===== src/rtl/phy_defs.sv =====
// Shared definitions for the two-lane receive PHY: alignment symbol, widths,
// lane count, lane FSM encodings and the slot classification helper.
package phy_defs;

    localparam logic [7:0] COM_SYM   = 8'hBC;
    localparam int         BYTE_W    = 8;
    localparam int         LANES     = 2;
    localparam int         WORD_W    = 32;
    localparam int         COM_LOCK  = 4;
    localparam int         COM_CNT_W = $clog2(COM_LOCK + 1);

    typedef enum logic [1:0] {
        LANE_SEARCH  = 2'd0,
        LANE_LOCKING = 2'd1,
        LANE_LOCKED  = 2'd2
    } lane_state_e;

    typedef enum logic [1:0] {
        SLOT_IDLE  = 2'd0,
        SLOT_FIRST = 2'd1,
        SLOT_WORD  = 2'd2,
        SLOT_ERR   = 2'd3
    } slot_kind_e;

    // A deskewed slot is idle when both lanes carry COM outside a word, the
    // first or second half of a word when both carry data, and a framing
    // error otherwise (mixed COM/data, or COM arriving in the middle of a word).
    function automatic slot_kind_e classify_slot(input logic com0, input logic com1,
                                                 input logic phase);
        if (com0 && com1)   return phase ? SLOT_ERR : SLOT_IDLE;
        if (!com0 && !com1) return phase ? SLOT_WORD : SLOT_FIRST;
        return SLOT_ERR;
    endfunction

endpackage


===== src/rtl/phy_rx_deserializer_if.sv =====
// Receive-side word bus of phy_rx_deserializer plus lane FSM debug state.
// The optional err_count_rx field exists only with PHY_RX_ERR_CNT_EN defined.
//
// Handshake: valid_out_rx is a one-cycle strobe with no backpressure; the
// consumer must take data_out_rx in the cycle valid_out_rx is high. err_rx is
// an independent one-cycle strobe. active_rx is a level.
interface phy_rx_deserializer_if;
    import phy_defs::*;

    logic [WORD_W-1:0] data_out_rx;
    logic              valid_out_rx;
    logic              active_rx;
    logic              err_rx;
`ifdef PHY_RX_ERR_CNT_EN
    logic [7:0]        err_count_rx;
`endif
    lane_state_e       lane0_state;
    lane_state_e       lane1_state;

    modport master (
        output data_out_rx, valid_out_rx, active_rx, err_rx,
`ifdef PHY_RX_ERR_CNT_EN
        output err_count_rx,
`endif
        output lane0_state, lane1_state
    );

    modport slave (
        input data_out_rx, valid_out_rx, active_rx, err_rx,
`ifdef PHY_RX_ERR_CNT_EN
        input err_count_rx,
`endif
        input lane0_state, lane1_state
    );

endinterface


===== src/rtl/phy_rx_lane_align.sv =====
// Per-lane byte aligner: hunts for COM on any bit offset, confirms it on
// COM_LOCK consecutive byte boundaries, then emits one byte per 8 bits.
module phy_rx_lane_align
    import phy_defs::*;
(
    input  logic              clk,
    input  logic              reset,
    input  logic              bit_in,
    output logic [BYTE_W-1:0] rx_byte,
    output logic              is_com,
    output logic              byte_vld,
    output logic              locked,
    output lane_state_e       state_dbg
);

    localparam logic [COM_CNT_W-1:0] COM_LAST = COM_CNT_W'(COM_LOCK - 1);

    lane_state_e           state_q, state_d;
    logic [BYTE_W-1:0]     sr_q, sr_d;
    logic [2:0]            bit_cnt_q, bit_cnt_d;
    logic [COM_CNT_W-1:0]  com_cnt_q, com_cnt_d;
    logic [BYTE_W-1:0]     byte_q, byte_d;
    logic                  is_com_q, is_com_d;
    logic                  vld_q, vld_d;
    logic [BYTE_W-1:0]     nxt;

    // Next-state: shift in the bit, walk the alignment FSM, capture bytes.
    always_comb begin
        nxt       = {sr_q[BYTE_W-2:0], bit_in};
        sr_d      = nxt;
        state_d   = state_q;
        bit_cnt_d = bit_cnt_q + 3'd1;
        com_cnt_d = com_cnt_q;
        byte_d    = byte_q;
        is_com_d  = is_com_q;
        vld_d     = 1'b0;
        case (state_q)
            LANE_SEARCH: begin
                bit_cnt_d = 3'd0;
                if (nxt == COM_SYM) begin
                    state_d   = LANE_LOCKING;
                    com_cnt_d = COM_CNT_W'(1);
                end
            end
            LANE_LOCKING: begin
                if (bit_cnt_q == 3'd7) begin
                    if (nxt == COM_SYM) begin
                        com_cnt_d = com_cnt_q + 1'b1;
                        if (com_cnt_q == COM_LAST) state_d = LANE_LOCKED;
                    end else begin
                        state_d   = LANE_SEARCH;
                        com_cnt_d = '0;
                    end
                end
            end
            LANE_LOCKED: begin
                if (bit_cnt_q == 3'd7) begin
                    byte_d   = nxt;
                    is_com_d = (nxt == COM_SYM);
                    vld_d    = 1'b1;
                end
            end
            default: state_d = LANE_SEARCH;
        endcase
    end

    // State register with synchronous active-low reset.
    always_ff @(posedge clk) begin
        if (!reset) begin
            state_q   <= LANE_SEARCH;
            sr_q      <= '0;
            bit_cnt_q <= '0;
            com_cnt_q <= '0;
            byte_q    <= '0;
            is_com_q  <= 1'b0;
            vld_q     <= 1'b0;
        end else begin
            state_q   <= state_d;
            sr_q      <= sr_d;
            bit_cnt_q <= bit_cnt_d;
            com_cnt_q <= com_cnt_d;
            byte_q    <= byte_d;
            is_com_q  <= is_com_d;
            vld_q     <= vld_d;
        end
    end

    assign rx_byte   = byte_q;
    assign is_com    = is_com_q;
    assign byte_vld  = vld_q;
    assign locked    = (state_q == LANE_LOCKED);
    assign state_dbg = state_q;

endmodule


===== src/rtl/phy_rx_deserializer.sv =====
// Two-lane receive PHY: per-lane alignment, one-byte deskew and 32-bit word
// assembly. Lane 0 carries data[31:16], lane 1 carries data[15:0].
// Optional build macro PHY_RX_ERR_CNT_EN adds a saturating err_count_rx.
module phy_rx_deserializer
    import phy_defs::*;
(
    input  logic                        clk,
    input  logic                        reset,
    input  logic                        data_in_lane_0_rx,
    input  logic                        data_in_lane_1_rx,
    phy_rx_deserializer_if.master       rx
);

    logic [LANES-1:0][BYTE_W-1:0] lane_byte;
    logic [LANES-1:0]             lane_com;
    logic [LANES-1:0]             lane_vld;
    logic [LANES-1:0]             lane_locked;
    lane_state_e                  lane_state [LANES];

    phy_rx_lane_align u_lane0 (
        .clk       (clk),
        .reset     (reset),
        .bit_in    (data_in_lane_0_rx),
        .rx_byte   (lane_byte[0]),
        .is_com    (lane_com[0]),
        .byte_vld  (lane_vld[0]),
        .locked    (lane_locked[0]),
        .state_dbg (lane_state[0])
    );

    phy_rx_lane_align u_lane1 (
        .clk       (clk),
        .reset     (reset),
        .bit_in    (data_in_lane_1_rx),
        .rx_byte   (lane_byte[1]),
        .is_com    (lane_com[1]),
        .byte_vld  (lane_vld[1]),
        .locked    (lane_locked[1]),
        .state_dbg (lane_state[1])
    );

    logic                         active_q, active_d;
    logic [LANES-1:0][BYTE_W-1:0] hold_q, hold_d;
    logic [LANES-1:0]             hold_com_q, hold_com_d;
    logic [LANES-1:0]             full_q, full_d;
    logic                         slot_vld_q, slot_vld_d;
    logic [LANES-1:0][BYTE_W-1:0] slot_byte_q, slot_byte_d;
    logic [LANES-1:0]             slot_com_q, slot_com_d;
    logic                         phase_q, phase_d;
    logic [BYTE_W-1:0]            hi_q, hi_d;
    logic [BYTE_W-1:0]            mid_q, mid_d;
    logic [WORD_W-1:0]            data_q, data_d;
    logic                         valid_q, valid_d;
    logic                         err_q, err_d;

    logic [LANES-1:0][BYTE_W-1:0] eff_byte;
    logic [LANES-1:0]             eff_com;
    logic [LANES-1:0]             eff_full;

    // Deskew into one-byte holders, then decode the previous cycle's slot.
    // A byte strobing in the same cycle counts as already held, so aligned
    // lanes complete a slot without waiting an extra cycle.
    always_comb begin
        active_d    = lane_locked[0] & lane_locked[1];
        hold_d      = hold_q;
        hold_com_d  = hold_com_q;
        full_d      = full_q;
        slot_vld_d  = 1'b0;
        slot_byte_d = slot_byte_q;
        slot_com_d  = slot_com_q;
        phase_d     = phase_q;
        hi_d        = hi_q;
        mid_d       = mid_q;
        data_d      = data_q;
        valid_d     = 1'b0;
        err_d       = 1'b0;
        eff_full    = full_q | lane_vld;
        for (int i = 0; i < LANES; i++) begin
            eff_byte[i] = lane_vld[i] ? lane_byte[i] : hold_q[i];
            eff_com[i]  = lane_vld[i] ? lane_com[i]  : hold_com_q[i];
        end

        if (active_q) begin
            if ((lane_vld & full_q) != '0) err_d = 1'b1;
            if (eff_full == '1) begin
                slot_vld_d  = 1'b1;
                slot_byte_d = eff_byte;
                slot_com_d  = eff_com;
                full_d      = '0;
            end else begin
                for (int i = 0; i < LANES; i++) begin
                    if (lane_vld[i]) begin
                        hold_d[i]     = lane_byte[i];
                        hold_com_d[i] = lane_com[i];
                        full_d[i]     = 1'b1;
                    end
                end
            end
        end

        if (slot_vld_q) begin
            case (classify_slot(slot_com_q[0], slot_com_q[1], phase_q))
                SLOT_IDLE: phase_d = 1'b0;
                SLOT_FIRST: begin
                    hi_d    = slot_byte_q[0];
                    mid_d   = slot_byte_q[1];
                    phase_d = 1'b1;
                end
                SLOT_WORD: begin
                    data_d  = {hi_q, slot_byte_q[0], mid_q, slot_byte_q[1]};
                    valid_d = 1'b1;
                    phase_d = 1'b0;
                end
                default: begin
                    err_d   = 1'b1;
                    phase_d = 1'b0;
                end
            endcase
        end
    end

    // Deskew and word registers; reset discards any partial word.
    always_ff @(posedge clk) begin
        if (!reset) begin
            active_q    <= 1'b0;
            hold_q      <= '0;
            hold_com_q  <= '0;
            full_q      <= '0;
            slot_vld_q  <= 1'b0;
            slot_byte_q <= '0;
            slot_com_q  <= '0;
            phase_q     <= 1'b0;
            hi_q        <= '0;
            mid_q       <= '0;
            data_q      <= '0;
            valid_q     <= 1'b0;
            err_q       <= 1'b0;
        end else begin
            active_q    <= active_d;
            hold_q      <= hold_d;
            hold_com_q  <= hold_com_d;
            full_q      <= full_d;
            slot_vld_q  <= slot_vld_d;
            slot_byte_q <= slot_byte_d;
            slot_com_q  <= slot_com_d;
            phase_q     <= phase_d;
            hi_q        <= hi_d;
            mid_q       <= mid_d;
            data_q      <= data_d;
            valid_q     <= valid_d;
            err_q       <= err_d;
        end
    end

`ifdef PHY_RX_ERR_CNT_EN
    logic [7:0] err_cnt_q, err_cnt_d;

    // Count error strobes, sticking at all-ones.
    always_comb begin
        err_cnt_d = err_cnt_q;
        if (err_d && (err_cnt_q != 8'hFF)) err_cnt_d = err_cnt_q + 8'd1;
    end

    // Error counter register.
    always_ff @(posedge clk) begin
        if (!reset) err_cnt_q <= '0;
        else        err_cnt_q <= err_cnt_d;
    end

    assign rx.err_count_rx = err_cnt_q;
`endif

    assign rx.data_out_rx  = data_q;
    assign rx.valid_out_rx = valid_q;
    assign rx.active_rx    = active_q;
    assign rx.err_rx       = err_q;
    assign rx.lane0_state  = lane_state[0];
    assign rx.lane1_state  = lane_state[1];

endmodule


===== src/flat_wrapper.sv =====
// flat-port wrapper written by rule: the top's interface ports become plain ports
module phy_rx_deserializer_flat import phy_defs::*;
  (clk, reset, data_in_lane_0_rx, data_in_lane_1_rx, rx_data_out_rx, rx_valid_out_rx, rx_active_rx, rx_err_rx, rx_lane0_state, rx_lane1_state);
  phy_rx_deserializer_if rx_i ();
  input  logic clk;
  input  logic reset;
  input  logic data_in_lane_0_rx;
  input  logic data_in_lane_1_rx;
  output wire logic [$bits(rx_i.data_out_rx)-1:0] rx_data_out_rx;
  output wire logic [$bits(rx_i.valid_out_rx)-1:0] rx_valid_out_rx;
  output wire logic [$bits(rx_i.active_rx)-1:0] rx_active_rx;
  output wire logic [$bits(rx_i.err_rx)-1:0] rx_err_rx;
  output wire logic [$bits(rx_i.lane0_state)-1:0] rx_lane0_state;
  output wire logic [$bits(rx_i.lane1_state)-1:0] rx_lane1_state;
  assign rx_data_out_rx = rx_i.data_out_rx;
  assign rx_valid_out_rx = rx_i.valid_out_rx;
  assign rx_active_rx = rx_i.active_rx;
  assign rx_err_rx = rx_i.err_rx;
  assign rx_lane0_state = rx_i.lane0_state;
  assign rx_lane1_state = rx_i.lane1_state;
  phy_rx_deserializer u_core (.clk(clk), .reset(reset), .data_in_lane_0_rx(data_in_lane_0_rx), .data_in_lane_1_rx(data_in_lane_1_rx), .rx(rx_i));
endmodule

===== config.mk =====
export PLATFORM = sky130hd
export DESIGN_NAME = phy_rx_deserializer_flat
export DESIGN_NICKNAME = d
export VERILOG_FILES = /design/src/rtl/phy_defs.sv /design/src/rtl/phy_rx_deserializer_if.sv /design/src/rtl/phy_rx_lane_align.sv /design/src/rtl/phy_rx_deserializer.sv /design/src/flat_wrapper.sv
export SDC_FILE = /design/constraint.sdc
export NUM_CORES = 1
export LEC_CHECK = 0
export BUFFER_PORTS_ARGS = -buffer_cell sky130_fd_sc_hd__buf_2
export CAP_MARGIN = 0
export CORE_MARGIN = 2
export CORE_UTILIZATION = 55
export CTS_BUF_LIST = sky130_fd_sc_hd__clkbuf_8
export DETAILED_ROUTE_END_ITERATION = 6
export GPL_TIMING_DRIVEN = 0
export PLACE_DENSITY_LB_ADDON = 0.25
export REMOVE_ABC_BUFFERS = 1
export SYNTH_ARGS = -nofsm -noshare
export SYNTH_HDL_FRONTEND = slang
export SYNTH_SLANG_ARGS = --single-unit

===== constraint.sdc =====
create_clock -name clk -period 1.3 [get_ports clk]
set_input_delay 0.195 -clock clk [delete_from_list [all_inputs] [get_ports clk]]
set_output_delay 0.195 -clock clk [all_outputs]
set_load 0.02 [all_outputs]

==> After elaboration in Yosys (flattened, before gate mapping) <==
Index checks and enable logic that the tools add are counted.
{ "word_totals": {"out_inout_bits": 39, "register_bits": 141, "elab_cells": 137} }
{ "classes": {"eq_ne": 19, "bitwise": 7, "n_mux": 46, "reduce_logical": 31, "add_sub_neg": 4} }
{ "op_table": {"columns": ["operator", "count"], "rows": [
  ["$mux 2", 16],
  ["$reduce_and 2->1", 12],
  ["$mux 1", 18],
  ["$mux 3", 6],
  ["$eq 8x8->1 const B", 2],
  ["$mux 8", 2],
  ["$add 3x1->3 const B", 4],
  ["$pmux 2 s3", 2],
  ["$pmux 3 s2", 2],
  ["$reduce_bool 2->1", 5],
  ["$eq 2x2->1 const B", 4],
  ["$ne 2x2->1 const B", 4],
  ["$reduce_and 4->1", 2],
  ["$eq 2x1->1 const B", 3],
  ["$eq 3x2->1 const B", 2],
  ["$eq 3x3->1 const B", 2],
  ["$logic_not 2->1", 3],
  ["$ne 3x3->1 const B", 2],
  ["$reduce_and 3->1", 2],
  ["$not 1->1", 4],
  ["$reduce_or 2->1", 2],
  ["$reduce_or 3->1", 1],
  ["$and 2x2->2", 1],
  ["$logic_and 1x1->1", 2],
  ["other kinds (3)", 4]
]} }

==> Depth between registers and ports, before layout <==
{ "depth": {"depth_word": 12, "depth_mapped": 6} }

==> Cells and area by module <==
From an unflattened synthesis, not the netlist that was laid out.
{ "hier_totals": {"hier_cells": 592, "hier_area_um2": 5521.5} }
{ "by_module_without_submodules": {"columns": ["mod", "cells_each", "seq_area_each_um2", "area_per_inst_um2", "instances"], "rows": [
  ["phy_rx_deserializer", 402, 1821.7, 3587.2, 1],
  ["phy_rx_lane_align", 95, 500.5, 967.2, 2]
]} }

==> Worst setup path before layout <==
No wires, ideal clock.
{ "synth_timing": {"path_kind": "reg2reg", "startpoint": "register u_core.u_lane0.bit_cnt_q[0]", "endpoint": "register u_core.u_lane0.is_com_q (netlist: u_core.u_lane0.is_com)", "slack_ps": -101, "stages_incl_launch_ff": 7, "setup_ps": 70, "path_buffers": 1, "t_required_ps": 1230, "arrival_ps": 1330, "period_less_slack_ps": 1401, "path_cell_list": "dfxtp_1 > ha_1 > ha_1 > nand3b_1 > buf_2 > or3_1 > a21oi_1"} }
{ "synth_via": {"elab_chain_len": 2} }
{ "synth_lines": {"columns": ["item", "line", "rtl"], "rows": [
  ["start: declaration", "phy_rx_lane_align.sv:20", "logic [2:0] bit_cnt_q, bit_cnt_d;"],
  ["start signal: assignment", "phy_rx_lane_align.sv:80", "bit_cnt_q <= bit_cnt_d;"],
  ["$eq 3x3->1", "phy_rx_lane_align.sv:57", "if (bit_cnt_q == 3'd7) begin"],
  ["$reduce_and 2->1 (no line)", null, null],
  ["end signal: assignment", "phy_rx_lane_align.sv:83", "is_com_q <= is_com_d;"],
  ["end: declaration", "phy_rx_lane_align.sv:23", "logic is_com_q, is_com_d;"]
]} }
Every way passes these cells.
A chain may end at the register's enable or synchronous reset.

==> Worst setup path after layout <==
{ "layout_timing": {"startpoint": "register u_core.u_lane1.bit_cnt_q[0]", "endpoint": "register u_core.u_lane1.byte_q[6] (netlist: u_core.u_lane1.rx_byte[6])"} }
{ "layout_via": {"elab_chain_len": 2} }
{ "layout_lines": {"columns": ["item", "line", "rtl"], "rows": [
  ["start: declaration", "phy_rx_lane_align.sv:20", null],
  ["start signal: assignment", "phy_rx_lane_align.sv:80", null],
  ["$eq 3x3->1", "phy_rx_lane_align.sv:57", null],
  ["$reduce_and 2->1 (no line)", null, null],
  ["end signal: assignment", "phy_rx_lane_align.sv:82", "byte_q <= byte_d;"],
  ["end: declaration", "phy_rx_lane_align.sv:22", "logic [BYTE_W-1:0] byte_q, byte_d;"]
]} }
Every way passes these cells.

==> results.py <==
metrics = {
    "status": {
        "status": "finished with violations",
        "violations": "negative setup slack",
    },
    "clock_tree": {
        "postCtsHoldBufs": 0,
        "clk_path_buf_depth": 2,
        "clk_latency_ps": 430,
        "htreeDepth": 4,
        "clkSinkCount": 141,
        "cts_tree": "built",
        "clkTransAtPathRegs_ps": 80,
        "cts_root_buffer": "clkbuf_8",
        "cts-buffers-inserted": 17,
    },
    "cells_and_area": {
        "final_util_pct": 70.92,
        "stdcell_count": 791,
        "area_delta_synth_final_pct": 24.25,
        "nNetsFinal": 661,
        "drive_above_1_share_pct": 25.53,
        "final_area_um2": 6615,
        "diodes": 0,
    },
    "timing": {
        "report.final.hold_viol_count": 0,
        "fin_skew_ps": 10.56,
        "drv_slew": 0,
        "fmax_ghz": 0.7134,
        "holdWs_ps": 29.44,
        "setup_viol": 31,
        "rsz0062_at_grt": "yes",
        "min_period_ps": 1402,
        "layout_setup_ws_ps": -101.8,
        "slew_headroom_pct": 57.57,
        "final.setup.tns_ps": -1425,
        "worst_pin_slew_ps": 636.5,
        "post-route-period-util_pct": 107.8,
    },
    "routing": {
        "drc": 0,
        "via_per_inst": 5.583,
        "ant_nets": 0,
        "drt_wl_total_um": 12420,
        "dr.first_iter.drc_count": 266,
        "via_count": 4416,
        "first_pass_iters": 5,
        "wl_per_cell_um": 15.71,
    },
    "synth": {
        "synth_top_area_cell": "dfxtp_1",
        "ys.flop_type": "dfxtp_1",
        "avgSynthCellArea_um2": 9.039,
        "async_flop_share_pct": 0,
        "synth_cells": 589,
        "synthTopCellsByArea": "dfxtp_1, nand2_1, a21oi_1",
        "synth_edf_count": 0,
        "synth_top_area_share_pct": 53.02,
        "seq_area_frac_synth_pct": 53.02,
        "synth_cell_types": 39,
        "netlist_area_um2": 5324,
        "yosys_warnings": 0,
        "ys_ff_latch": 141,
    },
    "pwr": {
        "switching_power_mw": 1.855,
        "vdd_ir_drop_max_v": 0.0006341,
        "leakage_nw": 2.500,
        "p_clk_share_pct": 43.3,
        "total_power_mw": 7.785,
        "sequentialPowerShare_pct": 55.5,
        "p_comb_share_pct": 1.2,
        "sw_frac_of_total_pct": 23.83,
        "internal-power_mw": 5.930,
        "power_density_nw_per_um2": 1177,
    },
    "place": {
        "dp_cells": 718,
        "io_buffers": 42,
        "dp_hpwl_um": 6013,
        "dpl_cell_area_um2": 5504,
        "pre_cts_slack_ps": -1024,
        "place.gp.congestion": 0.8746,
    },
    "job": {
        "maxCapViolations": 0,
    },
    "worst_setup_path": {
        "crit_top_cell": "ha_4",
        "slowest_delay_ps": 340,
        "crit_path_top_delay_cell": "dfxtp_2",
        "worst-path-buf-inv": 1,
        "cp.arrival_ps": 1710,
        "worstPathRequired_ps": 1610,
        "worstPathCellList": "ha_4, ha_4, nand3b_1, buf_6, mux2i_1, nor2_1",
        "crit_fanout": 5,
        "ff2ff_path_depth": 6,
        "critPathKind": "reg -> reg",
        "r2r-start": "u_core.u_lane1.bit_cnt_q[0]",
        "cp_top_family": "flip-flops",
        "r2r-end": "u_core.u_lane1.rx_byte[6]",
        "cp-start-kind": "register",
        "worstSetupEndpointType": "register",
        "rrSetupSlack_ps": -100,
    },
    "die": {
        "die_x_um": 102.4,
        "ioPinCount": 43,
        "rows": 35,
        "start_util_pct": 57.08,
        "die_y_um": 102.4,
        "dieArea_um2": 10480,
        "core-area_um2": 9328,
    },
    "global_routing": {
        "grt_first_pass_wirelength_um": 18050,
        "grt_pass1_vias": 3850,
        "grt_antenna_before_repair": 0,
        "track_usage_pct": 21.67,
        "grt_max_degree": 115,
        "overflow": 0,
    },
    "min_path": {
        "hold_end": "u_core.u_lane1.sr_q[0]",
        "hold_path.class": "in -> reg",
        "hold_start": "data_in_lane_1_rx",
        "whs_path_depth": 2,
    },
}
## synth_stat cells (2+ instances only)
cell type,number
a211oi_1,18
a21oi_1,73
a31oi_1,2
and2_1,20
and4b_1,4
and4bb_2,2
buf_2,16
buf_6,2
clkbuf_1,22
dfxtp_1,141
ha_1,8
inv_1,4
mux2i_1,34
nand2_1,139
nand2b_1,3
nand3_1,4
nand3b_1,3
nand4_1,2
nand4b_1,2
nand4bb_1,5
nor2_1,45
nor2b_1,4
nor3_1,6
nor4bb_1,3
o2111ai_1,4
o211ai_1,7
o221a_2,3
or3_1,2
## final cells by class
cell class	count	area, um2
inverters	5	35.03
clock buffers	18	247.7
multi-input cells	409	2649
fillers	715	2713
clock inverters	14	135.1
repair buffers	75	523.0
well taps	129	161.4
flip-flops and latches	141	2864
## flip-flops by register name, indices dropped and copies added (netlist names), 7 cells and up
| name | cells |
|---|---|
| u_core.rx.data_out_rx | 32 |
| u_core.hold_q | 16 |
| u_core.slot_byte_q | 16 |
| u_core.hi_q | 8 |
| u_core.mid_q | 8 |
| u_core.u_lane0.rx_byte | 8 |
| u_core.u_lane1.rx_byte | 8 |
| u_core.u_lane0.sr_q | 7 |
| u_core.u_lane1.sr_q | 7 |
## cells by family (layout without fill, tap and decap cells)
logic type / after synthesis / after routing / share of synthesized area [%]
mux: 35 / 35 / 6.604
simple gates: 248 / 254 / 22.04
fa+ha+maj: 8 / 8 / 1.880
compound gates: 110 / 112 / 12.41
flops: 141 / 141 / 53.02
buf+inv: 47 / 112 / 4.042
## power by group through the flow
stage | sequential [mW] | combinational (mW) | clock [mW]
3_3_place_gp | 4.43 | 0.0841 | 0
4_1_cts | 4.32 | 0.0909 | 3.40
5_1_grt | 4.32 | 0.103 | 3.63
3_5_place_dp | 4.43 | 0.0867 | 0
2_1_floorplan | 4.43 | 0.0492 | 0
6_report | 4.32 | 0.0941 | 3.37
## how the worst max path moves through the flow
stage                                           start                   endpoint  slack [ps]  cells past startpoint
after global routing      u_core.u_lane1.bit_cnt_q[0]  u_core.u_lane1.rx_byte[6]        -190                      6
after detailed placement      u_core.u_lane1.byte_vld           u_core.hold_q[9]       -1020                      3
final                     u_core.u_lane1.bit_cnt_q[0]  u_core.u_lane1.rx_byte[6]        -100                      6
after global placement                          reset     u_core.slot_byte_q[10]       -2660                      3
after CTS                 u_core.u_lane1.bit_cnt_q[0]      u_core.u_lane1.is_com        -100                      5
after floorplan                                 reset      u_core.slot_byte_q[0]       -1100                      2
## routing by layer
metal / global-route usage, % / wire (um) / part of all wire (%) / vias up
li1: - / - / - / 2162
met1: 27.82 / 5396 / 43 / 2113
met2: 36.44 / 6290 / 51 / 113
met3: 4.856 / 409 / 3.3 / 28
met4: 6.974 / 327 / 2.6 / 0
met5: 0 / 0 / 0 / -
## worst register-to-register path, cell delays in order, from the launching register on
cell      delay (ps)
dfxtp_2          340
ha_4             160
ha_4             160
nand3b_1         190
buf_6            170
mux2i_1          220
nor2_1            50
## cells in the final DEF, fill, tap and decap left out, types with 7 or more instances in the layout
cell type,instances
and2_1,20
a211oi_1,18
nand2_2,8
buf_6,8
nand2_1,131
buf_4,20
dfxtp_1,122
a21oi_1,71
clkbuf_8,18
dfxtp_4,7
o211ai_1,7
buf_2,43
dfxtp_2,12
mux2i_1,34
nor2_1,44
## timing repair
action | in CTS | in global routing
setup buffers | 13 | 16
endpoints found under the setup margin | 126 | 108
cloned | 6 | 6
resized for setup | 49 | 42
pin swaps | 44 | 25
No activity file was read; power rests on OpenSTA's default activity.
